===== config.mk =====
export PLATFORM = sky130hd
export DESIGN_NAME = y86_seq_ctrl
export DESIGN_NICKNAME = d
export VERILOG_FILES = /design/src/rtl/y86_seq_ctrl.sv
export SDC_FILE = /design/constraint.sdc
export NUM_CORES = 1
export LEC_CHECK = 0
export ABC_AREA = 1
export CELL_PAD_IN_SITES_DETAIL_PLACEMENT = 1
export CELL_PAD_IN_SITES_GLOBAL_PLACEMENT = 1
export CORE_MARGIN = 5
export CORE_UTILIZATION = 30
export CTS_BUF_LIST = sky130_fd_sc_hd__clkbuf_8
export CTS_CLUSTER_DIAMETER = 100
export DETAILED_ROUTE_END_ITERATION = 16
export MAX_ROUTING_LAYER = met4
export PLACE_DENSITY_LB_ADDON = 0.05
export SYNTH_ARGS = -nofsm -noshare
export SYNTH_HDL_FRONTEND = slang
export SYNTH_SLANG_ARGS = --single-unit
export TNS_END_PERCENT = 1

===== constraint.sdc =====
create_clock -name clock -period 5.1 [get_ports clock]
set_input_delay 1.02 -clock clock [delete_from_list [all_inputs] [get_ports clock]]
set_output_delay 1.02 -clock clock [all_outputs]
set_load 0.05 [all_outputs]

===== src/rtl/y86_seq_ctrl.sv =====
// Run-control and status sequencer for the Y86-64 SEQ processor: owns p_ctr and
// stat, sequences free-run, single-step and breakpoint execution.
module y86_seq_ctrl #(
  parameter int unsigned      PC_W       = 64,
  parameter int unsigned      CNT_W      = 32,
  parameter logic [PC_W-1:0]  RESET_PC   = '0,
  parameter logic [CNT_W-1:0] MAX_CYCLES = '0
) (
  input  logic             clock,
  input  logic             reset,
  input  logic             start,
  input  logic             step_req,
  input  logic             load_pc,
  input  logic [PC_W-1:0]  load_addr,
  input  logic             bp_en,
  input  logic [PC_W-1:0]  bp_addr,
  input  logic [PC_W-1:0]  p_ctr_final,
  input  logic             in_error,
  input  logic             bad_mem,
  input  logic             bad_mem2,
  input  logic             flag_halt,
  output logic [PC_W-1:0]  p_ctr,
  output logic             exec_en,
  output logic [3:0]       stat,
  output logic             running,
  output logic             done,
  output logic             timeout,
  output logic [CNT_W-1:0] cycle_cnt,
  output logic [CNT_W-1:0] instr_cnt
);

  localparam logic [3:0] STAT_AOK = 4'b1000;
  localparam logic [3:0] STAT_HLT = 4'b0010;
  localparam logic [3:0] STAT_ADR = 4'b0001;
  localparam logic [3:0] STAT_INS = 4'b0100;

  typedef enum logic [1:0] {
    S_IDLE    = 2'd0,
    S_RUN     = 2'd1,
    S_STEP    = 2'd2,
    S_STOPPED = 2'd3
  } state_e;

  state_e           state_q, state_d;
  logic [PC_W-1:0]  p_ctr_q, p_ctr_d;
  logic [3:0]       stat_q, stat_d;
  logic             timeout_q, timeout_d;
  logic [CNT_W-1:0] cycle_cnt_q, cycle_cnt_d;
  logic [CNT_W-1:0] instr_cnt_q, instr_cnt_d;

  logic [CNT_W-1:0] cyc_inc_c;
  logic [CNT_W-1:0] ins_inc_c;
  logic             fault_c;
  logic [3:0]       fault_stat_c;
  logic             budget_hit_c;

  always_ff @(posedge clock or posedge reset) begin
    if (reset) begin
      state_q     <= S_IDLE;
      p_ctr_q     <= RESET_PC;
      stat_q      <= STAT_AOK;
      timeout_q   <= 1'b0;
      cycle_cnt_q <= '0;
      instr_cnt_q <= '0;
    end else begin
      state_q     <= state_d;
      p_ctr_q     <= p_ctr_d;
      stat_q      <= stat_d;
      timeout_q   <= timeout_d;
      cycle_cnt_q <= cycle_cnt_d;
      instr_cnt_q <= instr_cnt_d;
    end
  end

  // Next-state, fault resolution and counter update
  always_comb begin
    state_d      = state_q;
    p_ctr_d      = p_ctr_q;
    stat_d       = stat_q;
    timeout_d    = timeout_q;
    cycle_cnt_d  = cycle_cnt_q;
    instr_cnt_d  = instr_cnt_q;
    fault_c      = 1'b1;
    fault_stat_c = STAT_AOK;

    cyc_inc_c = (cycle_cnt_q == '1) ? cycle_cnt_q : cycle_cnt_q + CNT_W'(1);
    ins_inc_c = (instr_cnt_q == '1) ? instr_cnt_q : instr_cnt_q + CNT_W'(1);
    budget_hit_c = (MAX_CYCLES != '0) && (cyc_inc_c >= MAX_CYCLES);

    // Fault priority: INS > data ADR > HLT > fetch ADR
    if (in_error)       fault_stat_c = STAT_INS;
    else if (bad_mem2)  fault_stat_c = STAT_ADR;
    else if (flag_halt) fault_stat_c = STAT_HLT;
    else if (bad_mem)   fault_stat_c = STAT_ADR;
    else                fault_c      = 1'b0;

    case (state_q)
      S_IDLE: begin
        if (load_pc) p_ctr_d = load_addr;
        if (start)         state_d = S_RUN;
        else if (step_req) state_d = S_STEP;
      end
      S_RUN, S_STEP: begin
        cycle_cnt_d = cyc_inc_c;
        if (fault_c) begin
          stat_d  = fault_stat_c;
          state_d = S_STOPPED;
        end else begin
          p_ctr_d     = p_ctr_final;
          instr_cnt_d = ins_inc_c;
          if (budget_hit_c) begin
            state_d   = S_STOPPED;
            timeout_d = 1'b1;
          end else if (state_q == S_STEP) begin
            state_d = S_IDLE;
          end else if (bp_en && (p_ctr_final == bp_addr)) begin
            state_d = S_IDLE;
          end
        end
      end
      default: state_d = S_STOPPED;
    endcase
  end

  assign p_ctr     = p_ctr_q;
  assign stat      = stat_q;
  assign timeout   = timeout_q;
  assign cycle_cnt = cycle_cnt_q;
  assign instr_cnt = instr_cnt_q;
  assign running   = (state_q == S_RUN) || (state_q == S_STEP);
  assign exec_en   = running;
  assign done      = (state_q == S_STOPPED);

endmodule


==> results.cfg <==
[drt]
drt_first_pass_iters = 4
routed_wl_um = 34100
routed-via-count = 8758
detail_route.wl_per_cell_um = 18.3
drt.antenna.violating_nets = 0
drt-initial-drc-count = 324
drcViolationCount = 0
post_drt_via_cell_ratio = 4.70

[critical_path]
required_time_worst_endpoint_ps = 4080
reg2reg_to = p_ctr[18]$_DFFE_PP0P_
max_stage_delay_ps = 870
worst_r2r_path_depth = 8
critical_path.slowest_cell = sky130_fd_sc_hd__clkdlybuf4s50_1
cp_data_arrival_time_ps = 2170
criticalPathCategory = flip-flop to primary output
critical_path.cell_chain = inv_1 -> ha_4 -> clkdlybuf4s50_1
setup.reg_to_reg.worst_slack_ps = 2200
start_kind = flip-flop
cp-startpoint = state_q[0]$_DFFE_PP0P_
r2r_start = state_q[0]$_DFFE_PP0P_
timing.critical_path.to_type = primary output
path_max_fanout = 7

[global_route]
grt_pass1_vias = 9281
grt_start_max_net_pins = 88
grt_resource_usage_total = 0.226
antenna_found_initial = 9
grt_pass1_wl_um = 52100
grt-ovfl-total = 0

[timing]
period_share = 0.626
transition_time_of_the_tightest_slew_check_pin_ps = 1010
final-hold-violation-count = 0
worst_slack_ps = 1910
setup_repair_after_global_routing_missed_its_margin = no
hold-worst-slack_ps = 451
achievable-frequency_ghz = 0.313
fin_crit_ps = 3190
timing.slew.headroom = 0.323
fin_setup_tns_ps = 0
fin_worst_skew_ps = 20.4
setup_viol = 0
slew_limit_fails = 0

[die]
die-width_um = 175
initial_core_util = 0.303
core_region_area_mm2 = 0.0268
top_ports = 338
die_height_um = 175
die_footprint_mm2 = 0.0305
fp-row-count = 60

[logic_synthesis]
synth-async-reset-ratio = 1.00
synth.top_cells.by_count = 419 x sky130_fd_sc_hd__nand2_1, 178 x sky130_fd_sc_hd__nor2_1, 133 x sky130_fd_sc_hd__dfrtp_1
library_cell_with_the_highest_instance_count_after_synthesis = sky130_fd_sc_hd__nand2_1
synth-edff-count = 0
postSynth.topFlopCell = sky130_fd_sc_hd__dfrtp_1
synth_area_leader_cell = sky130_fd_sc_hd__dfrtp_1
synth_top_cell_area_share = 0.409
synth_cell_type_count = 36
netlist_area_before_placement_mm2 = 0.00813
ys_top_cells_by_area = sky130_fd_sc_hd__dfrtp_1 41%, sky130_fd_sc_hd__nand2_1 19%, sky130_fd_sc_hd__nor2_1 8.2%, sky130_fd_sc_hd__inv_1 6.0%, sky130_fd_sc_hd__a31oi_1 4.9%
postSynthAreaPerCell_um2 = 6.92
ys_warn_count = 0
sequential_element_share_of_the_synthesized_area = 0.413
synth_seq_cells = 134
mappedNetlistNets = 1382
post_synth_inst_count = 1175

[cts]
clkTransAtPathRegs_ps = 80
clock_insertion_delay_worst_skew_ps = 460
cts_tree = built
hold_buffers = 0
h-tree-depth = 4
clock_tree.root_cell = sky130_fd_sc_hd__clkbuf_8
post_cts.repair.setup_buffers = 0
clock_sinks = 134
max-clock-path-buffers = 2
cts_made_buffers = 17
post_cts_resize_count = 0

[worst_hold_path]
hold_path_endpoint = stat[3]$_DFFE_PP1P_
hold_depth = 2
min_from = stat[3]$_DFFE_PP1P_
holdCritPathClass = flip-flop to flip-flop

[pwr]
p_leak_uw = 0.00560
power-per-cell-area_mw_per_mm2 = 200
max-vdd-ir-drop_mv = 0.141

[place]
routabilityCongestion = 0.843
dp_hpwl_um = 27800
placement.io_buffers = 336
pre_cts_slack_ps = 1430

[layout]
area_growth_pct = 50.8
multi_input_combinational_cell_area_mm2 = 0.00406
regArea_mm2 = 0.00335
num-fill-cells = 3352
final_layout_size_suffix_gt1_frac = 0.0390
design.final.nets = 1707

[job]
maxCapViolations = 0

[outcome]
run_status = complete, no violations
[per-stage QoR]
stage,total power (µW),std cells,util,area [µm²]
4_1_cts,2490,1854,0.456,12200
3_5_place_dp,1470,1822,0.440,11800
5_1_grt,2560,1863,0.457,12300
2_1_floorplan,1230,1175,-,8130
6_report,2450,1865,0.457,12300
3_3_place_gp,1460,1822,0.440,11800
[final cells by class]
type / instances / share of cell area
clock buffers: 18 / 0.0202
inverters: 134 / 0.0414
repair buffers: 345 / 0.281
flip-flops and latches: 134 / 0.274
clock inverters: 14 / 0.0153
diodes: 11 / 0.00225
well taps: 341 / 0.0348
multi-input cells: 868 / 0.331
[sequential cells by signal, indices dropped and copies added, names as in the netlist]
name	cells
p_ctr	64
cycle_cnt	32
instr_cnt	32
stat	4
state_q	2
[power by group]
group,internal (µW),switching [µW]
registers,1070,6.02
logic,193,170
clock network,513,492
total,1780,669
[placed cells by master (no fill, tap or decap), types with 7 or more instances in the layout]
cell	count
sky130_fd_sc_hd__clkbuf_8	18
sky130_fd_sc_hd__buf_4	8
sky130_fd_sc_hd__nor2_1	178
sky130_fd_sc_hd__clkdlybuf4s50_1	336
sky130_fd_sc_hd__nand3_1	33
sky130_fd_sc_hd__a31oi_1	64
sky130_fd_sc_hd__xor2_1	30
sky130_fd_sc_hd__nand2_1	419
sky130_fd_sc_hd__nand4_1	15
sky130_fd_sc_hd__xnor2_1	30
sky130_fd_sc_hd__nor3_1	23
sky130_fd_sc_hd__dfrtp_1	133
sky130_fd_sc_hd__inv_1	128
sky130_fd_sc_hd__diode_2	11
sky130_fd_sc_hd__o21ai_0	38
sky130_fd_sc_hd__nand3b_1	7
[logic make-up after synthesis]
family	synth area share
compound gates	0.0807
flops	0.413
xor+xnor	0.0646
simple gates	0.344
fa+ha+maj	0.00770
other cells	0.000461
buf+inv	0.0899
[how the worst max path moves through the flow]
stage	end	slack [ps]	cells after the start
after floorplan	cycle_cnt[0]$_DFFE_PP0P_	500	1
after global routing	exec_en	1800	3
final	exec_en	1910	3
after global placement	p_ctr[3]$_DFFE_PP0P_	1460	7
after CTS	exec_en	1850	3
after detailed placement	p_ctr[1]$_DFFE_PP0P_	1430	7
[metal layers]
| metal | up-vias | share of wire | wire length [µm] | global-route usage |
|---|---|---|---|---|
| li1 | 4348 | - | - | - |
| met1 | 4150 | 0.39 | 13500 | 0.249 |
| met2 | 233 | 0.51 | 17500 | 0.398 |
| met3 | 27 | 0.076 | 2590 | 0.0749 |
| met4 | 0 | 0.016 | 541 | 0.0543 |
| met5 | - | 0 | 0 | - |
[worst max-delay path, delay by kind of cell, from the launching register on]
kind       cells  cell delay (ps)
buf+inv        2              970
fa+ha+maj      1              350
flops          1              400
Note: power is estimated with default switching activity, not from simulation.
